`config.mk`:
```
export PLATFORM = sky130hd
export DESIGN_NAME = xor_nn_sequencer
export DESIGN_NICKNAME = d
export VERILOG_FILES = /design/src/rtl/xor_nn_pkg.sv /design/src/rtl/xor_nn_wait_timer.sv /design/src/rtl/xor_nn_sequencer.sv
export SDC_FILE = /design/constraint.sdc
export NUM_CORES = 1
export LEC_CHECK = 0
export ABC_AREA = 0
export ABC_CLOCK_PERIOD_IN_PS = 2200
export BUFFER_PORTS_ARGS = -buffer_cell sky130_fd_sc_hd__buf_2
export CAP_MARGIN = 20
export CORE_ASPECT_RATIO = 0.6
export CORE_MARGIN = 5
export CORE_UTILIZATION = 48
export DETAILED_ROUTE_END_ITERATION = 12
export PLACE_DENSITY = 0.75
export SLEW_MARGIN = 20
export SYNTH_ARGS = -nofsm -noshare
export SYNTH_HDL_FRONTEND = slang
export SYNTH_SLANG_ARGS = --single-unit
```
`constraint.sdc`:
```
create_clock -name clock -period 2.2 [get_ports clock]
set_clock_uncertainty 0.05 [all_clocks]
set_input_delay 0.33 -clock clock [delete_from_list [all_inputs] [get_ports clock]]
set_output_delay 0.33 -clock clock [all_outputs]
set_load 0.03 [all_outputs]
```
`src/rtl/xor_nn_pkg.sv`:
```
// Shared types and constants for the XOR_NN self-test sequencer.
// Decision threshold default is 0.5 in Q1.16.
package xor_nn_pkg;

   localparam int OUT_W = 17;
   localparam logic [3:0] EXPECTED = 4'b0110;
   localparam logic [OUT_W-1:0] THRESH_DEFAULT = 17'h08000;

   typedef enum logic {
      IDLE,
      WAIT
   } state_t;

   // Counter width able to hold latency-1, never narrower than one bit.
   function automatic int cnt_width(input int latency);
      return (latency > 1) ? $clog2(latency) : 1;
   endfunction

endpackage

```
`src/rtl/xor_nn_wait_timer.sv`:
```
// Loadable down-counter that paces the settle time of each stimulus pattern.
// The counter parks at zero, so zero is asserted whenever no wait is pending.
module xor_nn_wait_timer
   import xor_nn_pkg::*;
#(
   parameter int LATENCY = 4
) (
   input  logic clock,
   input  logic reset,
   input  logic load,
   output logic zero
);

   localparam int CW = cnt_width(LATENCY);
   localparam logic [CW-1:0] LOAD_VAL = CW'(LATENCY - 1);

   logic [CW-1:0] cnt;

   always_ff @(posedge clock) begin
      if (reset) begin
         cnt <= '0;
      end else if (load) begin
         cnt <= LOAD_VAL;
      end else if (cnt != '0) begin
         cnt <= cnt - 1'b1;
      end
   end

   assign zero = (cnt == '0);

endmodule

```
`src/rtl/xor_nn_sequencer.sv`:
```
// Sweeps x through 0..3, samples nn_out LATENCY edges after each change,
// thresholds it and grades the decisions against the XOR truth table.
module xor_nn_sequencer
   import xor_nn_pkg::*;
#(
   parameter int               LATENCY = 4,
   parameter logic [OUT_W-1:0] THRESH  = THRESH_DEFAULT
) (
   input  logic             clock,
   input  logic             reset,
   input  logic             start,
   input  logic [OUT_W-1:0] nn_out,
   output logic [1:0]       x,
   output logic             busy,
   output logic             done,
   output logic             pass,
   output logic [3:0]       result,
   output logic [3:0]       err_mask,
   output logic [OUT_W-1:0] min_hi,
   output logic [OUT_W-1:0] max_lo
);

   state_t     state;
   logic [1:0] idx;
   logic       timer_load;
   logic       timer_zero;
   logic       decision;
   logic [3:0] result_next;

   // Reload on sweep start and after every capture except the last.
   assign timer_load = ((state == IDLE) && start) ||
                       ((state == WAIT) && timer_zero && (idx != 2'd3));
   assign decision   = (nn_out >= THRESH);

   always_comb begin
      result_next      = result;
      result_next[idx] = decision;
   end

   xor_nn_wait_timer #(
      .LATENCY (LATENCY)
   ) u_timer (
      .clock (clock),
      .reset (reset),
      .load  (timer_load),
      .zero  (timer_zero)
   );

   always_ff @(posedge clock) begin
      if (reset) begin
         state    <= IDLE;
         idx      <= 2'd0;
         x        <= 2'd0;
         busy     <= 1'b0;
         done     <= 1'b0;
         pass     <= 1'b0;
         result   <= 4'd0;
         err_mask <= 4'd0;
         min_hi   <= '1;
         max_lo   <= '0;
      end else begin
         done <= 1'b0;
         case (state)
            IDLE: begin
               if (start) begin
                  state    <= WAIT;
                  idx      <= 2'd0;
                  x        <= 2'd0;
                  busy     <= 1'b1;
                  pass     <= 1'b0;
                  result   <= 4'd0;
                  err_mask <= 4'd0;
                  min_hi   <= '1;
                  max_lo   <= '0;
               end
            end
            WAIT: begin
               if (timer_zero) begin
                  result <= result_next;
                  // High cases track their weakest output, low cases their strongest.
                  if (EXPECTED[idx]) begin
                     if (nn_out < min_hi) begin
                        min_hi <= nn_out;
                     end
                  end else begin
                     if (nn_out > max_lo) begin
                        max_lo <= nn_out;
                     end
                  end
                  if (idx != 2'd3) begin
                     idx <= idx + 2'd1;
                     x   <= idx + 2'd1;
                  end else begin
                     state    <= IDLE;
                     busy     <= 1'b0;
                     done     <= 1'b1;
                     err_mask <= result_next ^ EXPECTED;
                     pass     <= ((result_next ^ EXPECTED) == 4'd0);
                  end
               end
            end
            default: state <= IDLE;
         endcase
      end
   end

endmodule
```
# == Word level (Yosys, flattened, before mapping) ==
# Cells that the tools add are included.
# W data, S select, Z words.
# word_totals
elab_cells,84
latchBits,0
memories,0
out_inout_bits,47
register_bits,50
romBits,0
in_bits,20
ram_bits,0
# classes
muxes,40
n_addsub,2
mul,0
n_eq_ne,9
div_mod_pow,0
reduce_logical,15
shift,0
n_bitwise,3
order_cmp,5
# ops
cell,count
$mux W17,8
$pmux W17 S2,2
$ge A17 B16 Y1 const B,1
$gt A17 B17 Y1,1
$lt A17 B17 Y1,1
$mux W4,4
$pmux W4 S2,2
$mux W1,12
$mux W2,5
$ne A2 B1 Y1 const B,5
$ne A2 B2 Y1 const B,4
$reduce_and A4 Y1,2
$pmux W1 S2,3
$reduce_and A3 Y1,2
$bwmux W4,1
$logic_and A1 B1 Y1,4
$logic_not A4 Y1,1
$pmux W2 S2,1
$reduce_bool A2 Y1,2
$lt A2 B3 Y1 const B,1
$reduce_or A3 Y1,1
$add A2 B1 Y2 const B,1
$bmux W1 S2,1
$demux W1 S2,1
other kinds (7),8

# == Logic depth before layout (Yosys ltp) ==
# Gate-level depths: netlist of run 1.
# logic_depth
depth_word,10
mapped_depth,10
depth_no_buf,8

# == Hierarchy ==
# From an unflattened synthesis of run 1, not the netlist that was laid out.
# hier_totals
hier_cells,401
hier_area_um2,3239.4
# modules_own_cells
module,cells_each,seq_area_each_um2,area_per_inst_um2,n_inst
xor_nn_sequencer,391,960.9,3143.0,1
xor_nn_wait_timer,10,40.0,96.3,1

# == Least setup slack after synthesis of run 1 ==
# OpenSTA, ideal clock, no wires.
# synth_path
kind,flip-flop to flip-flop
start,register max_lo[5]
end,register max_lo[10]
period_less_slack_ns,2.429
setup_time_ns,0.128
setup_slack_ns,-0.229
arrival_time_ns,2.251
path_stages_with_launch,11
required_ns,2.022
n_path_buf,2
path_cell_list,dfxtp_1 > inv_1 > ha_1 > a21oi_1 > o221ai_1 > a221o_1 > o31ai_2 > buf_6 > buf_8 > mux2i_1 > nor2_1
# synth_between
elab_chain_cells,3
# synth_rtl
element,line,source
start: declaration,xor_nn_sequencer.sv:20,output logic [OUT_W-1:0] max_lo
start signal: assignment,xor_nn_sequencer.sv:87,max_lo <= nn_out;
$gt A17 B17 Y1,xor_nn_sequencer.sv:86,if (nn_out > max_lo) begin
$ne A2 B1 Y1 (no source line),--,
$reduce_and A4 Y1 (no source line),--,
# No other way between the ends.
# A chain may end at the register's enable or synchronous reset.

# == Final worst setup path of run 1 ==
# layout_path
start,register max_lo[16]
end,register max_lo[4]
# The elaborated chain is that of the path after synthesis.

==> results of run 1 <==
-- worst min-delay path by stage --
stage / endpoint / startpoint / cells after the start / slack (ns)
after CTS: max_lo[9]$_SDFFE_PP0P_ / reset / 2 / 0.22
after global routing: state$_SDFF_PP0_ / start / 3 / 0.23
after global placement: pass$_SDFFE_PP0P_ / pass$_SDFFE_PP0P_ / 2 / 0.41
after floorplan: min_hi[11]$_SDFFE_PP1P_ / nn_out[11] / 1 / 0.40
final: min_hi[0]$_SDFFE_PP1P_ / nn_out[0] / 2 / 0.24
after detailed placement: pass$_SDFFE_PP0P_ / pass$_SDFFE_PP0P_ / 2 / 0.41
-- cell families (layout without fill, tap and decap cells) --
group | after synthesis | in the layout
flip-flops | 50 | 50
multiplexers | 17 | 17
XOR/XNOR | 1 | 1
AO/OA/AOI/OAI | 66 | 66
adder cells (fa/ha/maj) | 38 | 38
buffers and inverters | 51 | 156
AND/OR/NAND/NOR | 91 | 91
-- sequential cells by signal (all words and copies together) (netlist names) --
| name | count |
|---|---|
| busy | 1 |
| done | 1 |
| err_mask | 4 |
| idx | 2 |
| max_lo | 17 |
| min_hi | 17 |
| pass | 1 |
| result | 4 |
| state | 1 |
| u_timer.cnt | 2 |
-- report_power, final --
| group | total [W] | switching, W | internal [W] |
|---|---|---|---|
| sequential | 0.000950 | 0.0000213 | 0.000928 |
| combinational | 0.000492 | 0.000284 | 0.000209 |
| clock | 0.000632 | 0.000333 | 0.000300 |
| total | 0.00207 | 0.000638 | 0.00144 |
-- cells in the final DEF, fill, tap and decap left out, types with 3 or more instances in the layout --
cell type,instances
a21oi_1,19
nand4_1,4
dfxtp_1,25
buf_6,5
o21ai_0,3
nor3_1,4
ha_4,15
nand2_1,6
nand3_1,9
a21o_1,3
a21oi_2,4
inv_2,10
nor2b_1,4
o22a_1,15
nor2_1,53
clkbuf_8,5
buf_4,35
buf_2,66
a211oi_1,4
inv_1,28
mux2i_1,14
dfxtp_4,9
dfxtp_2,16
ha_1,23
-- per-stage QoR --
stage | setup WS, ns | area (um^2)
after floorplan | 0.00324 | 2880
after global placement | -0.276 | 3430
after detailed placement | -0.378 | 3430
after CTS | -0.104 | 3810
after global routing | -0.268 | 3930
final | -0.135 | 3930
-- layout make-up --
type | instances | area, um^2
multi-input cells | 213 | 1820
fillers | 416 | 1640
flip-flops and latches | 50 | 1050
repair buffers | 108 | 692
inverters | 40 | 155
well taps | 80 | 100
clock buffers | 6 | 93.8
clock inverters | 2 | 17.5
-- per-layer routing --
layer	part of all wire (%)	vias to the layer above	wire length [um]
li1	-	1298	-
met1	49	1245	3990
met2	43	88	3460
met3	7.3	4	590
met4	0.42	0	34
met5	0	-	0
-- timing repair --
action | 4_1_cts | 5_1_grt
pin swaps | 21 | 26
endpoints found under the setup margin | 34 | 34
buffers inserted | 9 | 6
gates resized for setup | 31 | 15
gates cloned | 1 | 0
==> summary.txt, run 1 <==
Global routing
  – Total track usage: 22.2%
  – Largest net degree at the start of global routing: 32
  – Gr busiest metal: met2
  – First-pass GRT wire length: 12800 um
  – GR Util met2: 34.5%
  – Vias in the first global route: 2547
  – GR Util met3: 5.02%
  – Total gr overflow: 0
  – GR Util met1: 32.0%
  – Initial antenna violation count: 0

Synth
  – Synth Area in Adders: 17.2%
  – Post-synth EDFFs: 0
  – Seq cells post-synth: 50
  – Syn Area/Cell: 8.81 um^2
  – Ys async rst share: 0%
  – Largest family of logic cells by synthesized area: adder cells
  – Mux cell area share after synthesis: 6.20%
  – Cell taking the most area after synthesis: dfxtp_1
  – Mapped Area: 2770 um^2
  – Count of different cell masters after synthesis: 41
  – Register area share after synthesis: 36.2%
  – Top area cells in the synthesized netlist: dfxtp_1 (36%), ha_1 (17%), nor2_1 (7.2%)
  – Synth Net Count: 372
  – Gate Count Post-Synth: 314
  – Dominant synthesized flop cell: dfxtp_1
  – Post-synthesis compound-gate area fraction: 16.8%
  – Most frequent cell after synthesis: nor2_1
  – Yosys warns: 0
  – Post-synthesis simple-gate area fraction: 15.0%
  – Yosys top cell area share: 36.2%
  – Commonest cells post-synth: nor2_1 (53), dfxtp_1 (50), inv_1 (40)
  – Post-Synth XOR/XNOR Area: 0.317%

Worst setup path
  – Crit path DAT: 2.48 ns
  – R2R setup slack: -0.13 ns
  – Req. time, crit path: 2.34 ns
  – Critical Path Fanout Max: 8
  – FF-to-FF path depth: 10
  – Slowest-stage cell, CP: dfxtp_2
  – Buf+Inv Stages, Crit Path: 3
  – Kind of critical path: reg2reg
  – R2r endpoint: max_lo[4]$_SDFFE_PP0P_
  – CP Capture Point: max_lo[4]$_SDFFE_PP0P_
  – WP depth: 10
  – Crit. Startpoint: max_lo[16]$_SDFFE_PP0P_
  – Worst stage delay on the critical path: 0.35 ns
  – Cell family with most CP delay: simple AND/OR/NAND/NOR gates
  – Kind of start point of the critical path: flip-flop
  – Reg2Reg Launch Point: max_lo[16]$_SDFFE_PP0P_
  – CP cell instances: inv_2 -> ha_4 -> nand4_1 -> buf_4 -> nor4_4 -> a21boi_4 -> o31ai_4 -> buf_6 -> mux2i_1 -> nor2_1
  – CP Capture Type: flip-flop

Status
  – Status: finished with violations
  – Failing checks: negative setup slack

Worst hold path
  – Hold crit path type: in2reg

Floorplanning
  – Die width: 108 um
  – Initial Utilization: 49.6%
  – # IOs: 67
  – Die area: 7430 um^2
  – CORE AREA: 5570 um^2
  – Die Ht: 68.8 um
  – Std-Cell Rows: 21

STA
  – PnR worst setup slack: -0.135 ns
  – Unrepaired setup endpoints after global routing: true
  – Final period util: 106%
  – Slew headroom: 70.8%
  – Finish-stage setup viols: 17
  – TNS Setup: -1.68 ns
  – Final hold violations: 0
  – Final Max Slew Viols: 0
  – Slew @ Worst Pin: 0.436 ns
  – Final hold slack: 0.236 ns
  – Fmax: 428 MHz
  – Tmin final: 2.33 ns

Clock tree
  – Hold-fix buffers, CTS: 0
  – CTS buffer count: 5
  – CTS tree: built
  – Clock buffer depth: 2
  – Clock sink count: 50
  – Worst-path clk slew: 0.11 ns
  – Root Driver: clkbuf_8
  – Worst skew pair latency: 0.31 ns
  – H-Tree Depth: 2

Placed design
  – # placed instances: 475
  – Final GP Congestion: 0.907
  – Number of buffers added on ports: 66
  – HPWL after detailed placement: 5800 um

Finish
  – Final core utilization: 70.6%
  – Number of antenna diodes: 0
  – Nets@finish: 476
  – Fraction of layout cells with a size suffix above 1: 44.9%
  – Final cell count without fillers: 499
  – Area growth, synth to finish: 42.2%

Drt
  – Pre-antenna DRT Iters: 4
  – Number of remaining DRC errors: 0
  – Avg WL per Cell: 16.2 um
  – Vias: 2635
  – 1st-iter DRT viols: 147
  – DRT Wirelength: 8080 um
  – Drt via density: 5.28
  – Final ANT Viol Nets: 0

Power and ir drop
  – Max VDD drop: 323 uV
  – Tot Pwr: 0.00207 W
  – Total leakage power: 1.88 nW
  – Power per standard cell area: 528 nW/um^2

Flow run
  – Max-cap check violation count: 0
No activity file was read; power rests on OpenSTA's default activity.
==> run 2, diff against run 1 <==
==> constraint.sdc (replaced) <==
create_clock -name clock -period 2.2 [get_ports clock]
set_clock_uncertainty 0.05 [all_clocks]
set_input_delay 0.11 -clock clock [delete_from_list [all_inputs] [get_ports clock]]
set_output_delay 0.11 -clock clock [all_outputs]
set_load 0.03 [all_outputs]
==> run 2 against run 1 <==
Effect of this change: the run still ends with negative setup slack left; flip-flop and latch count did not move; fmax is 2.4% higher; clock power decreased by 0.6%; combinational power decreased by 9.1%; power is 2.5% lower; sequential share of layout area up 1.7 points; count of clock-buffer cells in the layout unchanged; cell count down 3.4%; utilization down 4.2 points; first-iteration DRC count rose by 14%; critical path type unchanged; highest routed layer unchanged.
==> summary.txt, run 2 (synthesis results as in run 1) <==
Status
  – Status: finished with violations
  – Failing checks: negative setup slack

Floorplanning
  – Die width: 108 um (unchanged)
  – CORE AREA: 5570 um^2 (unchanged)
  – # IOs: 67 (unchanged)
  – Die area: 7430 um^2 (unchanged)
  – Std-Cell Rows: 21 (unchanged)
  – Initial Utilization: 49.6% (unchanged)
  – Die Ht: 68.8 um (unchanged)

STA
  – Final hold violations: 0 (unchanged)
  – Slew @ Worst Pin: 0.676 ns (+0.240 ns)
  – Final Max Slew Viols: 0 (unchanged)
  – Tmin final: 2.28 ns (-0.0544 ns)
  – Unrepaired setup endpoints after global routing: true
  – Final hold slack: 0.00660 ns (-0.230 ns)
  – Final period util: 104% (-2.5 points)
  – PnR worst setup slack: -0.0804 ns (+0.0544 ns)
  – TNS Setup: -0.977 ns (+0.706 ns)
  – Slew headroom: 54.9% (-16 points)
  – Fmax: 439 MHz (+2.4%)
  – Finish-stage setup viols: 33 (+16)

Global routing
  – Vias in the first global route: 2658 (+4.4%)
  – Total track usage: 21.8% (-0.36 points)
  – Largest net degree at the start of global routing: 37 (+16%)
  – Total gr overflow: 0 (unchanged)
  – Initial antenna violation count: 0 (unchanged)
  – First-pass GRT wire length: 12600 um (-1.8%)

Clock tree
  – Clock buffer depth: 2 (unchanged)
  – Worst skew pair latency: 0.31 ns (about the same)
  – Clock sink count: 50 (unchanged)
  – H-Tree Depth: 2 (unchanged)
  – Root Driver: clkbuf_8
  – CTS tree: built
  – CTS buffer count: 5 (unchanged)
  – Worst-path clk slew: 0.10 ns (about the same)

Worst setup path
  – CP Capture Point: max_lo[2]$_SDFFE_PP0P_
  – R2R setup slack: -0.08 ns (+0.05 ns)
  – Kind of critical path: reg2reg
  – Kind of start point of the critical path: flip-flop
  – Crit. Startpoint: max_lo[15]$_SDFFE_PP0P_
  – R2r endpoint: max_lo[2]$_SDFFE_PP0P_
  – CP cell instances: inv_2 -> ha_4 -> nand4_1 -> buf_4 -> nor4_4 -> a21boi_2 -> o31ai_4 -> buf_6 -> mux2i_1 -> nor2_1
  – Crit path DAT: 2.40 ns (-0.08 ns)
  – CP Capture Type: flip-flop
  – Reg2Reg Launch Point: max_lo[15]$_SDFFE_PP0P_
  – Slowest-stage cell, CP: dfxtp_4
  – Worst stage delay on the critical path: 0.36 ns (about the same)
  – FF-to-FF path depth: 10 (unchanged)
  – Req. time, crit path: 2.32 ns (-0.02 ns)
  – Critical Path Fanout Max: 7 (-1)

Finish
  – Commonest non-fill, non-tap cell in the layout: buf_2
  – Fraction of layout cells with a size suffix above 1: 38.8% (-6.1 points)
  – Biggest regs: max_lo: 17 flops, min_hi: 17 flops
  – Cell area after layout: 3700 um^2 (-5.9%)
  – Area growth, synth to finish: 33.8%
  – Most frequent cells in the layout: buf_2 (66), nor2_1 (53), inv_1 (30), ha_1 (27), dfxtp_1 (26)
  – Final cell count without fillers: 482 (-3.4%)
  – Number of antenna diodes: 0 (unchanged)
  – Nets@finish: 459 (-3.6%)

Drt
  – Number of remaining DRC errors: 0 (unchanged)
  – DRT Wirelength: 7770 um (-3.9%)
  – Avg WL per Cell: 16.1 um (-0.47%)
  – 1st-iter DRT viols: 168 (+14%)
  – Vias: 2591 (-1.7%)
  – Drt via density: 5.38 (+1.8%)
  – Pre-antenna DRT Iters: 6 (+2)
  – Final ANT Viol Nets: 0 (unchanged)

Worst hold path
  – Hold crit path type: in2reg
  – Hold path cells: 2 (unchanged)

Placed design
  – Pre-CTS WS: -0.172 ns (+0.206 ns)
  – # placed instances: 463 (-2.5%)
  – HPWL after detailed placement: 5610 um (-3.3%)
  – Final GP Congestion: 0.890 (-1.9%)
  – Number of buffers added on ports: 66 (unchanged)
  – Post-DP Area: 3360 um^2 (-2.3%)

Flow run
  – Max-cap check violation count: 0 (unchanged)

Power and ir drop
  – Total leakage power: 1.79 nW (-4.3%)
  – Max VDD drop: 426 uV (+32%)
  – Power per standard cell area: 547 nW/um^2 (+3.6%)
[run 2: layer usage]
metal / wire, um / track usage [%]
met2: 3380 / 35.3
met5: 0 / 0
met1: 3710 / 29.6
met4: 121 / 5.83
met3: 562 / 5.12
[run 2: worst min path at each step]
stage / end / slack, ns / start
after floorplan: min_hi[11]$_SDFFE_PP1P_ / 0.18 / nn_out[11]
after global placement: min_hi[0]$_SDFFE_PP1P_ / 0.30 / nn_out[0]
after detailed placement: min_hi[0]$_SDFFE_PP1P_ / 0.30 / nn_out[0]
after CTS: min_hi[1]$_SDFFE_PP1P_ / 0.01 / nn_out[1]
after global routing: min_hi[10]$_SDFFE_PP1P_ / 0.02 / nn_out[10]
final: min_hi[1]$_SDFFE_PP1P_ / 0.007 / nn_out[1]
[run 2: where the power goes]
group	switching [W]	internal (W)	total, W
logic	0.000267	0.000180	0.000447
clock network	0.000333	0.000294	0.000628
registers	0.0000193	0.000928	0.000948
[run 2: critical path: cells and delay by family, from the launching register on]
family | cells | cell delay, ns
AOI/OAI and AO/OA | 2 | 0.37
adders and majority gates | 1 | 0.27
buffers and inverters | 3 | 0.41
DFF | 1 | 0.36
muxes | 1 | 0.16
and+or+nand+nor | 3 | 0.51
[run 2: repair_timing]
action / in CTS / in global routing
setup endpoints to repair: 34 / 34
gates cloned: 0 / 0
pin swaps: 8 / 9
endpoints found under the hold margin: 1 / 0
resized for setup: 14 / 11
hold buffers: 1 / 0
setup buffers: 4 / 6
[run 2: through the flow]
stage | power [W] | util [%]
after floorplan | 0.00123 | -
after global placement | 0.00134 | 60.3
after detailed placement | 0.00136 | 60.3
after CTS | 0.00199 | 64.2
after global routing | 0.00211 | 66.4
final | 0.00202 | 66.4
[run 2: final cells by class]
class | instances | area (um^2)
clock inverter | 2 | 13.8
timing repair buffer | 91 | 561
inverter | 40 | 153
clock buffer | 6 | 93.8
fill | 468 | 1870
sequential | 50 | 1050
tap | 80 | 100
multi-input combinational | 213 | 1720
==> run 3, diff against run 2 <==
--- a/config.mk
+++ b/config.mk
@@ -14,6 +14,7 @@
 export CORE_UTILIZATION = 48
 export DETAILED_ROUTE_END_ITERATION = 12
 export PLACE_DENSITY = 0.75
+export SETUP_SLACK_MARGIN = 0.3
 export SLEW_MARGIN = 20
 export SYNTH_ARGS = -nofsm -noshare
 export SYNTH_HDL_FRONTEND = slang
==> run 3 against run 2 <==
Effect of this change: worst hold slack better by 0.020 ns; fmax rose by 0.79%; critical endpoint is now min_hi[16]$_SDFFE_PP1P_; global-route usage increased by 1.4 points; the flow still finishes with violations (negative setup slack); sequential share of layout area is 2.3 points lower; utilization up 7.8 points; flip-flop and latch count unchanged; count of clock-buffer cells in the layout fell by 1; non-clock buffer count rose by 30; critical path depth fell by 1; first-iteration DRC count grew 1.8%; die area unchanged.
==> summary.txt, run 3 (synthesis results as in run 1) <==
Status
  – Status: finished with violations
  – Failing checks: negative setup slack

Clock tree
  – Clock buffer depth: 2 (unchanged)
  – Root Driver: clkbuf_8
  – CTS tree: built
  – Worst skew pair latency: 0.31 ns (about the same)
  – CTS buffer count: 5 (unchanged)
  – Clock sink count: 50 (unchanged)
  – H-Tree Depth: 2 (unchanged)
  – Hold-fix buffers, CTS: 0 (-1)
  – Worst-path clk slew: 0.09 ns (about the same)

Finish
  – Biggest regs: max_lo: 17 flops, min_hi: 17 flops
  – Commonest non-fill, non-tap cell in the layout: buf_2
  – Number of antenna diodes: 0 (unchanged)
  – Final core utilization: 74.2% (+7.8 points)
  – Fill count: 429 (-8.3%)
  – Nets@finish: 489 (+6.5%)
  – Final cell count without fillers: 512 (+6.2%)
  – Fraction of layout cells with a size suffix above 1: 50.5% (+12 points)
  – Multi-input logic area: 1900 um^2 (+10%)
  – Register area: 1080 um^2 (+2.9%)
  – Area growth, synth to finish: 49.5%
  – Most frequent cells in the layout: buf_2 (66), nor2_1 (53), buf_4 (48), inv_1 (22), dfxtp_1 (22)

Drt
  – Pre-antenna DRT Iters: 4 (-2)
  – Number of remaining DRC errors: 0 (unchanged)
  – Final ANT Viol Nets: 0 (unchanged)
  – 1st-iter DRT viols: 171 (+1.8%)
  – DRT Wirelength: 8270 um (+6.4%)
  – Vias: 2711 (+4.6%)
  – Avg WL per Cell: 16.1 um (+0.13%)
  – Drt via density: 5.29 (-1.5%)

STA
  – PnR worst setup slack: -0.0625 ns (+0.0180 ns)
  – Slew @ Worst Pin: 0.706 ns (+0.0301 ns)
  – Final Max Slew Viols: 0 (unchanged)
  – TNS Setup: -0.651 ns (+0.325 ns)
  – Fmax: 442 MHz (+0.79%)
  – Slew headroom: 52.9% (-2.0 points)
  – Final period util: 103% (-0.82 points)
  – Final hold violations: 0 (unchanged)
  – Finish-stage setup viols: 19 (-42%)
  – Tmin final: 2.26 ns (-0.0180 ns)
  – Unrepaired setup endpoints after global routing: true

Placed design
  – HPWL after detailed placement: 5980 um (+6.5%)
  – Pre-CTS WS: -0.557 ns (-0.385 ns)
  – Number of buffers added on ports: 66 (unchanged)
  – Final GP Congestion: 0.944 (+6.1%)
  – # placed instances: 489 (+5.6%)

Flow run
  – Max-cap check violation count: 0 (unchanged)

Global routing
  – Largest net degree at the start of global routing: 37 (unchanged)
  – First-pass GRT wire length: 13200 um (+5.0%)
  – Total gr overflow: 0 (unchanged)
  – Initial antenna violation count: 0 (unchanged)
  – Total track usage: 23.2% (+1.4 points)
  – Vias in the first global route: 2682 (+0.90%)

Worst setup path
  – Critical Path Fanout Max: 7 (unchanged)
  – Crit path DAT: 2.42 ns (+0.02 ns)
  – Req. time, crit path: 2.36 ns (+0.04 ns)
  – FF-to-FF path depth: 9 (-1)
  – Kind of critical path: reg2reg
  – Kind of start point of the critical path: flip-flop
  – CP Capture Type: flip-flop

Floorplanning
  – Die width: 108 um (unchanged)
  – Std-Cell Rows: 21 (unchanged)
  – # IOs: 67 (unchanged)
  – CORE AREA: 5570 um^2 (unchanged)
  – Initial Utilization: 49.6% (unchanged)
  – Die area: 7430 um^2 (unchanged)
  – Die Ht: 68.8 um (unchanged)

Power and ir drop
  – Total leakage power: 1.95 nW (+8.9%)
  – Tot Pwr: 0.00201 W (-0.73%)
  – Max VDD drop: 307 uV (-28%)
  – Power per standard cell area: 486 nW/um^2 (-11%)

Worst hold path
  – Hold path cells: 2 (unchanged)
  – Hold crit path type: in2reg
==> run 3: cell count changes in the layout (fill, tap and decap cells not counted), moves of 2 or more <==
cell	previous run	this run
ha_1	27	18
inv_2	9	12
inv_4	2	7
dfxtp_1	26	22
dfxtp_2	15	9
a21oi_1	21	18
mux2i_2	0	2
dfxtp_4	9	19
mux2i_1	16	13
a21oi_4	0	2
inv_1	30	22
ha_4	11	19
buf_4	18	48
==> run 3: cell type report <==
class / count / area share, %
multi-input combinational: 213 / 46.0
sequential: 50 / 26.2
timing repair buffer: 121 / 19.3
inverter: 40 / 4.00
tap: 80 / 2.42
clock buffer: 5 / 1.67
clock inverter: 3 / 0.363
==> run 3: repair_timing <==
item | in CTS | in global routing
pin swaps | 9 | 17
gates cloned | 1 | 0
buffers inserted | 8 | 6
resized for setup | 19 | 20
endpoints found under the setup margin | 34 | 36
==> run 3: worst paths after layout <==
| path | startpoint | endpoint | slack (ns) |
|---|---|---|---|
| setup reg to reg | min_hi[11]$_SDFFE_PP1P_ | min_hi[16]$_SDFFE_PP1P_ | -0.06 |
| hold / removal | nn_out[2] | min_hi[2]$_SDFFE_PP1P_ | 0.03 |
| setup / recovery | min_hi[11]$_SDFFE_PP1P_ | min_hi[16]$_SDFFE_PP1P_ | -0.06 |
| hold reg to reg | err_mask[3]$_SDFFE_PP0P_ | err_mask[3]$_SDFFE_PP0P_ | 0.43 |
==> run 3: through the flow <==
| stage | hold WS [ns] | area [um^2] |
|---|---|---|
| 2_1_floorplan | 0.178 | 3080 |
| 3_3_place_gp | 0.327 | 3740 |
| 3_5_place_dp | 0.352 | 3740 |
| 4_1_cts | 0.0236 | 4000 |
| 5_1_grt | 0.0262 | 4130 |
| 6_report | 0.0267 | 4130 |
==> run 3: power by group <==
group	switching (W)	internal, W
registers	0.0000207	0.000920
logic	0.000295	0.000236
clock network	0.000316	0.000219
==> run 3: critical path, stage by stage (launching register included) <==
cell and delay [ns]:
dfxtp_4 0.36, inv_2 0.04, ha_4 0.21, a21o_1 0.16
a21oi_2 0.17, nand3_2 0.09, o31a_1 0.30, or3_4 0.43
buf_6 0.16, o22a_2 0.18
==> run 3: metal layers <==
layer	wire length, um	part of all wire [%]	track usage (%)	vias up
met5	0	0	0	-
met4	81	0.98	7.09	0
met3	579	7.0	5.30	9
met2	3690	45	37.1	97
met1	3910	47	31.6	1278
li1	-	-	-	1327
